[src/rtl/axi_pkg.sv]
// Shared AXI encodings and loader FSM state type for the boot-image loader.
package axi_pkg;

    localparam logic [1:0] AXI_BURST_INCR = 2'b01;
    localparam logic [2:0] AXI_SIZE_8B    = 3'd3;
    localparam logic [1:0] AXI_RESP_OKAY  = 2'b00;

    typedef enum logic [2:0] {
        FILL,
        AW,
        W,
        B,
        DONE
    } ldr_state_e;

    function automatic logic [3:0] popcount8(input logic [7:0] s);
        logic [3:0] n;
        n = '0;
        for (int i = 0; i < 8; i++) begin
            n = n + {3'b000, s[i]};
        end
        return n;
    endfunction

endpackage

[src/rtl/byte_packer64.sv]
// Packs a byte stream little-endian into 64-bit words with per-lane strobes.
module byte_packer64
    import axi_pkg::*;
(
    input  logic        clk,
    input  logic        rst_n,
    input  logic        i_accept,
    input  logic [7:0]  i_data,
    input  logic        i_flush,
    output logic        o_push,
    output logic [63:0] o_word,
    output logic [7:0]  o_strb,
    output logic        o_empty
);

    logic [63:0] word_q, word_d;
    logic [7:0]  strb_q, strb_d;
    logic [2:0]  idx_q, idx_d;

    always_comb begin
        word_d = word_q;
        strb_d = strb_q;
        idx_d  = idx_q;
        o_push = 1'b0;
        o_word = word_q;
        o_strb = strb_q;
        if (i_accept) begin
            word_d[{idx_q, 3'b000} +: 8] = i_data;
            strb_d[idx_q]                = 1'b1;
            idx_d                        = idx_q + 3'd1;
            if (idx_q == 3'd7) begin
                o_push = 1'b1;
                o_word = word_d;
                o_strb = strb_d;
                word_d = '0;
                strb_d = '0;
            end
        end else if (i_flush && (idx_q != 3'd0)) begin
            // unused lanes are still zero from the last clear
            o_push = 1'b1;
            word_d = '0;
            strb_d = '0;
            idx_d  = '0;
        end
    end

    always_ff @(posedge clk or negedge rst_n) begin
        if (!rst_n) begin
            word_q <= '0;
            strb_q <= '0;
            idx_q  <= '0;
        end else begin
            word_q <= word_d;
            strb_q <= strb_d;
            idx_q  <= idx_d;
        end
    end

    assign o_empty = (idx_q == 3'd0);

endmodule

[src/rtl/axi_burst_loader.sv]
// Streams boot bytes into one-burst buffer and writes them out as AXI4 INCR bursts.
// state | meaning
// FILL  | accepting bytes into packer/buffer
// AW    | presenting write address for buffered words
// W     | sending buffered beats
// B     | waiting for write response, then commit
// DONE  | flush complete, parked until reset
module axi_burst_loader
    import axi_pkg::*;
#(
    parameter int          ID_WIDTH  = 1,
    parameter logic [31:0] BASE_ADDR = 32'h0000_0000,
    parameter int          BURST_LEN = 16,
    parameter int          AWID      = 0
) (
    input  logic                clk,
    input  logic                rst_n,
    input  logic [7:0]          i_data,
    input  logic                i_valid,
    output logic                o_ready,
    input  logic                i_flush,
    output logic [ID_WIDTH-1:0] o_awid,
    output logic [31:0]         o_awaddr,
    output logic [7:0]          o_awlen,
    output logic [2:0]          o_awsize,
    output logic [1:0]          o_awburst,
    output logic                o_awvalid,
    input  logic                i_awready,
    output logic [63:0]         o_wdata,
    output logic [7:0]          o_wstrb,
    output logic                o_wlast,
    output logic                o_wvalid,
    input  logic                i_wready,
    input  logic [ID_WIDTH-1:0] i_bid,
    input  logic [1:0]          i_bresp,
    input  logic                i_bvalid,
    output logic                o_bready,
    output logic                o_done,
    output logic                o_err,
    output logic [31:0]         o_count
);

    localparam int IDXW = (BURST_LEN > 1) ? $clog2(BURST_LEN) : 1;
    localparam int CNTW = $clog2(BURST_LEN + 1);
    localparam int BYTW = $clog2(BURST_LEN * 8 + 1);

    ldr_state_e      state_q, state_d;
    logic [CNTW-1:0] words_q, words_d;
    logic [IDXW-1:0] beat_q, beat_d;
    logic [BYTW-1:0] bytes_q, bytes_d;
    logic [31:0]     addr_q, addr_d;
    logic [31:0]     count_q, count_d;
    logic            err_q, err_d;
    logic            flush_q, flush_d;
    logic            ready_en_q;

    logic [63:0]     buf_data [BURST_LEN];
    logic [7:0]      buf_strb [BURST_LEN];

    logic            accept;
    logic            pk_flush;
    logic            pk_push;
    logic [63:0]     pk_word;
    logic [7:0]      pk_strb;
    logic            pk_empty;
    logic            wlast;
    logic            unused_bid;

    // stop taking bytes once a flush is pending so the packer drains cleanly
    assign o_ready  = ready_en_q && (state_q == FILL) && !flush_q;
    assign accept   = i_valid && o_ready;
    assign pk_flush = (state_q == FILL) && flush_q;

    byte_packer64 u_packer (
        .clk      (clk),
        .rst_n    (rst_n),
        .i_accept (accept),
        .i_data   (i_data),
        .i_flush  (pk_flush),
        .o_push   (pk_push),
        .o_word   (pk_word),
        .o_strb   (pk_strb),
        .o_empty  (pk_empty)
    );

    always_ff @(posedge clk) begin
        if (pk_push) begin
            buf_data[words_q[IDXW-1:0]] <= pk_word;
            buf_strb[words_q[IDXW-1:0]] <= pk_strb;
        end
    end

    assign wlast = (state_q == W) && (beat_q == IDXW'(words_q - CNTW'(1)));

    always_comb begin
        state_d = state_q;
        words_d = words_q;
        beat_d  = beat_q;
        bytes_d = bytes_q;
        addr_d  = addr_q;
        count_d = count_q;
        err_d   = err_q;
        flush_d = flush_q | i_flush;
        case (state_q)
            FILL: begin
                if (pk_push) begin
                    words_d = words_q + CNTW'(1);
                    bytes_d = bytes_q + BYTW'(popcount8(pk_strb));
                end
                if (pk_push && (words_q == CNTW'(BURST_LEN - 1))) begin
                    state_d = AW;
                end else if (flush_q && pk_empty) begin
                    state_d = (words_q == '0) ? DONE : AW;
                end
            end
            AW: begin
                if (i_awready) begin
                    state_d = W;
                    beat_d  = '0;
                end
            end
            W: begin
                if (i_wready) begin
                    if (wlast) begin
                        state_d = B;
                    end else begin
                        beat_d = beat_q + IDXW'(1);
                    end
                end
            end
            B: begin
                if (i_bvalid) begin
                    err_d   = err_q | (i_bresp != AXI_RESP_OKAY);
                    count_d = count_q + 32'(bytes_q);
                    addr_d  = addr_q + (32'(words_q) << 3);
                    words_d = '0;
                    bytes_d = '0;
                    state_d = flush_d ? DONE : FILL;
                end
            end
            DONE: begin
            end
            default: state_d = FILL;
        endcase
    end

    always_ff @(posedge clk or negedge rst_n) begin
        if (!rst_n) begin
            state_q    <= FILL;
            words_q    <= '0;
            beat_q     <= '0;
            bytes_q    <= '0;
            addr_q     <= BASE_ADDR;
            count_q    <= '0;
            err_q      <= 1'b0;
            flush_q    <= 1'b0;
            ready_en_q <= 1'b0;
        end else begin
            state_q    <= state_d;
            words_q    <= words_d;
            beat_q     <= beat_d;
            bytes_q    <= bytes_d;
            addr_q     <= addr_d;
            count_q    <= count_d;
            err_q      <= err_d;
            flush_q    <= flush_d;
            ready_en_q <= 1'b1;
        end
    end

    assign o_awid     = ID_WIDTH'(AWID);
    assign o_awaddr   = addr_q;
    assign o_awlen    = 8'(words_q - CNTW'(1));
    assign o_awsize   = AXI_SIZE_8B;
    assign o_awburst  = AXI_BURST_INCR;
    assign o_awvalid  = (state_q == AW);
    assign o_wdata    = buf_data[beat_q];
    assign o_wstrb    = buf_strb[beat_q];
    assign o_wlast    = wlast;
    assign o_wvalid   = (state_q == W);
    assign o_bready   = (state_q == B);
    assign o_done     = (state_q == DONE);
    assign o_err      = err_q;
    assign o_count    = count_q;
    assign unused_bid = ^i_bid;

endmodule

[config.mk]
export PLATFORM = sky130hd
export DESIGN_NAME = axi_burst_loader
export DESIGN_NICKNAME = d
export VERILOG_FILES = /design/src/rtl/axi_pkg.sv /design/src/rtl/byte_packer64.sv /design/src/rtl/axi_burst_loader.sv
export SDC_FILE = /design/constraint.sdc
export NUM_CORES = 1
export LEC_CHECK = 0
export ABC_AREA = 1
export ABC_CLOCK_PERIOD_IN_PS = 7300
export CAP_MARGIN = 10
export CELL_PAD_IN_SITES_DETAIL_PLACEMENT = 0
export CELL_PAD_IN_SITES_GLOBAL_PLACEMENT = 1
export CORE_MARGIN = 10
export CORE_UTILIZATION = 48
export CTS_BUF_LIST = sky130_fd_sc_hd__clkbuf_4 sky130_fd_sc_hd__clkbuf_8
export CTS_CLUSTER_DIAMETER = 100
export DETAILED_ROUTE_END_ITERATION = 10
export PLACE_DENSITY = 0.8
export SLEW_MARGIN = 20
export SYNTH_ARGS = -nofsm -noshare
export SYNTH_HDL_FRONTEND = slang
export SYNTH_SLANG_ARGS = --single-unit
[constraint.sdc]
create_clock -name clk -period 7.3 [get_ports clk]
set_clock_uncertainty 0.15 [all_clocks]
set_input_delay 0.73 -clock clk [delete_from_list [all_inputs] [get_ports clk]]
set_output_delay 0.73 -clock clk [all_outputs]
set_load 0.02 [all_outputs]
==> flow_metrics.py <==
metrics = {
    "global_route": {
        "grt_max_degree": 181,
        "grt_pass1_wl_mm": 212.3,
        "antenna_found_initial": 7,
        "gr-total-overflow": 0,
        "grt_use_total_pct": 21.14,
        "grt_pass1_vias": 34510,
    },
    "cts": {
        "root_buffer": "clkbuf_8",
        "cts_resized": 0,
        "cts_made_buffers": 208,
        "clkTransAtPathRegs_ns": 0.06,
        "postCtsSetupBuffers": 0,
        "clk_latency_ns": 0.91,
        "ctsHoldBuffers": 1,
        "cts_sinks": 1311,
        "clock_path_buffers": 3,
        "cts_tree": "yes",
        "cts.htree.levels": 4,
    },
    "run": {
        "drv_cap": 0,
    },
    "logic_synthesis": {
        "ys_seq_area_share_pct": 68.86,
        "netlist_instances": 4494,
        "synthFlopType": "edfxtp_1",
        "synth.avg_cell_area_um2": 12.46,
        "synth_top_area_cell": "edfxtp_1",
        "yosysUniqueCellTypes": 44,
        "yosys_warnings": 0,
        "synth-edff-count": 1152,
        "ys_async_sr_fraction_pct": 12.13,
        "synth_area_um2": 56010,
        "ys_top_cells_by_area": "edfxtp_1 62%, dfrtp_1 7.1%, mux2i_1 5.1%",
        "ys_seq_elements": 1311,
        "yosysTopAreaCellShare_pct": 61.76,
    },
    "finish": {
        "area_delta_synth_final_pct": 13.26,
        "drive_gt1_share_pct": 10.26,
        "design_area_um2": 63440,
        "stdcell_count": 6430,
        "layout_common_cells": "1152 x edfxtp_1, 513 x nand2_1, 493 x o21ai_0",
        "final_common_cell": "edfxtp_1",
        "fin_nets": 4792,
    },
    "drt": {
        "firstDrtPassIters": 5,
        "wl_per_cell_um": 21.98,
        "routed_wl_mm": 141.3,
        "viasPerCell": 5.582,
        "first_iter_violations": 3386,
        "drc": 0,
        "antenna_left": 0,
        "via_count": 35890,
    },
    "timing": {
        "setup_viol": 0,
        "slew_viol_final": 0,
        "slew_headroom_pct": 24.41,
        "timing.final.crit_share_pct": 75.35,
        "worstMarginPinSlew_ns": 1.134,
        "fmax_mhz": 181.8,
        "fin_setup_tns_ns": 0,
        "final.min_clock_period_ns": 5.500,
        "hold_violations": 0,
        "rsz0062_at_grt": "no",
        "fin_ws_ns": 1.800,
    },
    "setup_path": {
        "cp_max_fo": 52,
        "critPathArrivalTime_ns": 6.13,
        "critical_path_required_ns": 7.93,
        "crit_path_end_kind": "flop",
        "crit_path_start_kind": "flop",
        "path_class": "reg2reg",
    },
    "hold_path": {
        "hp-class": "in2reg",
    },
    "place": {
        "post-dp-hpwl_mm": 75.62,
        "placed_area_um2": 59400,
        "gp_congestion": 0.8269,
        "place_ws_ns": 1.587,
        "port_buffers": 164,
        "dp_cells": 6048,
    },
    "floorplan": {
        "num_io_pins": 175,
        "rows": 125,
        "dieWidth_um": 361.6,
        "start_util_pct": 48.27,
        "die_h_um": 361.6,
        "fp.coreArea_um2": 116000,
        "fp.dieArea_um2": 130800,
    },
    "power": {
        "cellPowerDensity_nw_per_um2": 223.0,
        "p_leak_nw": 21.95,
        "ir_worst_vdd_uv": 139.0,
    },
    "run_status": {
        "status": "finished clean",
    },
}
[metal layers]
metal	track usage [%]	vias to the layer above	part of all wire, %
li1	-	16730	-
met2	34.72	1183	48
met3	4.404	242	7.2
met1	28.09	17730	42
met5	0	-	0.029
met4	6.697	6	2.5
[Yosys cell counts (32+ instances only)]
master    count
mux2i_1     288
inv_1       492
o22ai_1      60
nor2_1       90
nand2_1     514
o21ai_1      41
edfxtp_1   1152
buf_2        55
dfrtp_1     159
a21oi_1     303
nand3_1     157
ha_1         32
o21ai_0     502
clkbuf_1    132
o211ai_1    288
[cells by family after synthesis]
family | Yosys count | synth area share, %
AOI/OAI and AO/OA | 1198 | 12.15
xor gates and xnor gates | 37 | 0.5785
adders and majority gates | 39 | 0.9649
buffers and inverters | 767 | 5.772
DFF | 1311 | 68.86
muxes | 288 | 5.146
other | 2 | 0.01341
and+or+nand+nor | 852 | 6.516
[registers in the layout, summed over array words and instances, names as in the netlist, 3 cells and up]
signal and count:
beat_q 4, buf_data 1024, buf_strb 128, bytes_q 8, o_awaddr 29, o_count 32, state_q 3, u_packer.idx_q 3
u_packer.strb_q 8, u_packer.word_q 64, words_q 5
[where the power goes]
part | switching, W | internal, W
registers | 0.000000118 | 0.00805
clock network | 0.00292 | 0.00313
logic | 0.0000348 | 0.00000942
[path summary, 6_finish.rpt]
kind	startpoint	slack, ns	to	depth (start not counted)
max in group asynchronous	rst_n	5.10	u_packer.word_q[39]	3
worst min-delay path	i_bresp[0]	0.28	o_err	3
worst max register to register	u_packer.idx_q[0]	1.80	bytes_q[6]	19
worst max-delay path	u_packer.idx_q[0]	1.80	bytes_q[6]	19
worst min register to register	o_err	0.33	o_err	1
min in group asynchronous	rst_n	0.34	o_count[21]	2
[area by class of cell]
class / instances / area, um2
Timing Repair Buffer: 290 / 2666
Clock inverter: 105 / 649.4
Clock buffer: 273 / 3363
Inverter: 500 / 1893
Multi-Input combinational cell: 2424 / 14370
Sequential cell: 1311 / 38590
Tap cell: 1524 / 1907
Fill cell: 9575 / 52600
Antenna cell: 3 / 7.507
[worst max-delay path: stages, from the launching register on]
cell and delay (ns):
dfrtp_1 0.59, ha_1 0.29, ha_1 0.26, nand3_4 0.45
inv_2 0.54, a21oi_1 0.24, fa_1 0.55, fa_1 0.43
fa_1 0.44, inv_1 0.09, fa_1 0.26, inv_1 0.08
fa_1 0.36, inv_1 0.11, nand4_1 0.10, o21ai_0 0.11
xnor2_1 0.14, nor2_1 0.05, nand2_1 0.05, nand2_1 0.05
[per-stage QoR]
stage                     utilization (%)  power (W)  hold slack [ns]
after global routing                54.67    0.01460           0.2857
after detailed placement            51.19   0.008246           0.3254
final                               54.67    0.01415           0.2836
after global placement              51.18   0.008246           0.3118
after CTS                           54.65    0.01426           0.2186
after floorplan                         -   0.008213           0.2844
Power figures use the tool's default switching activity.
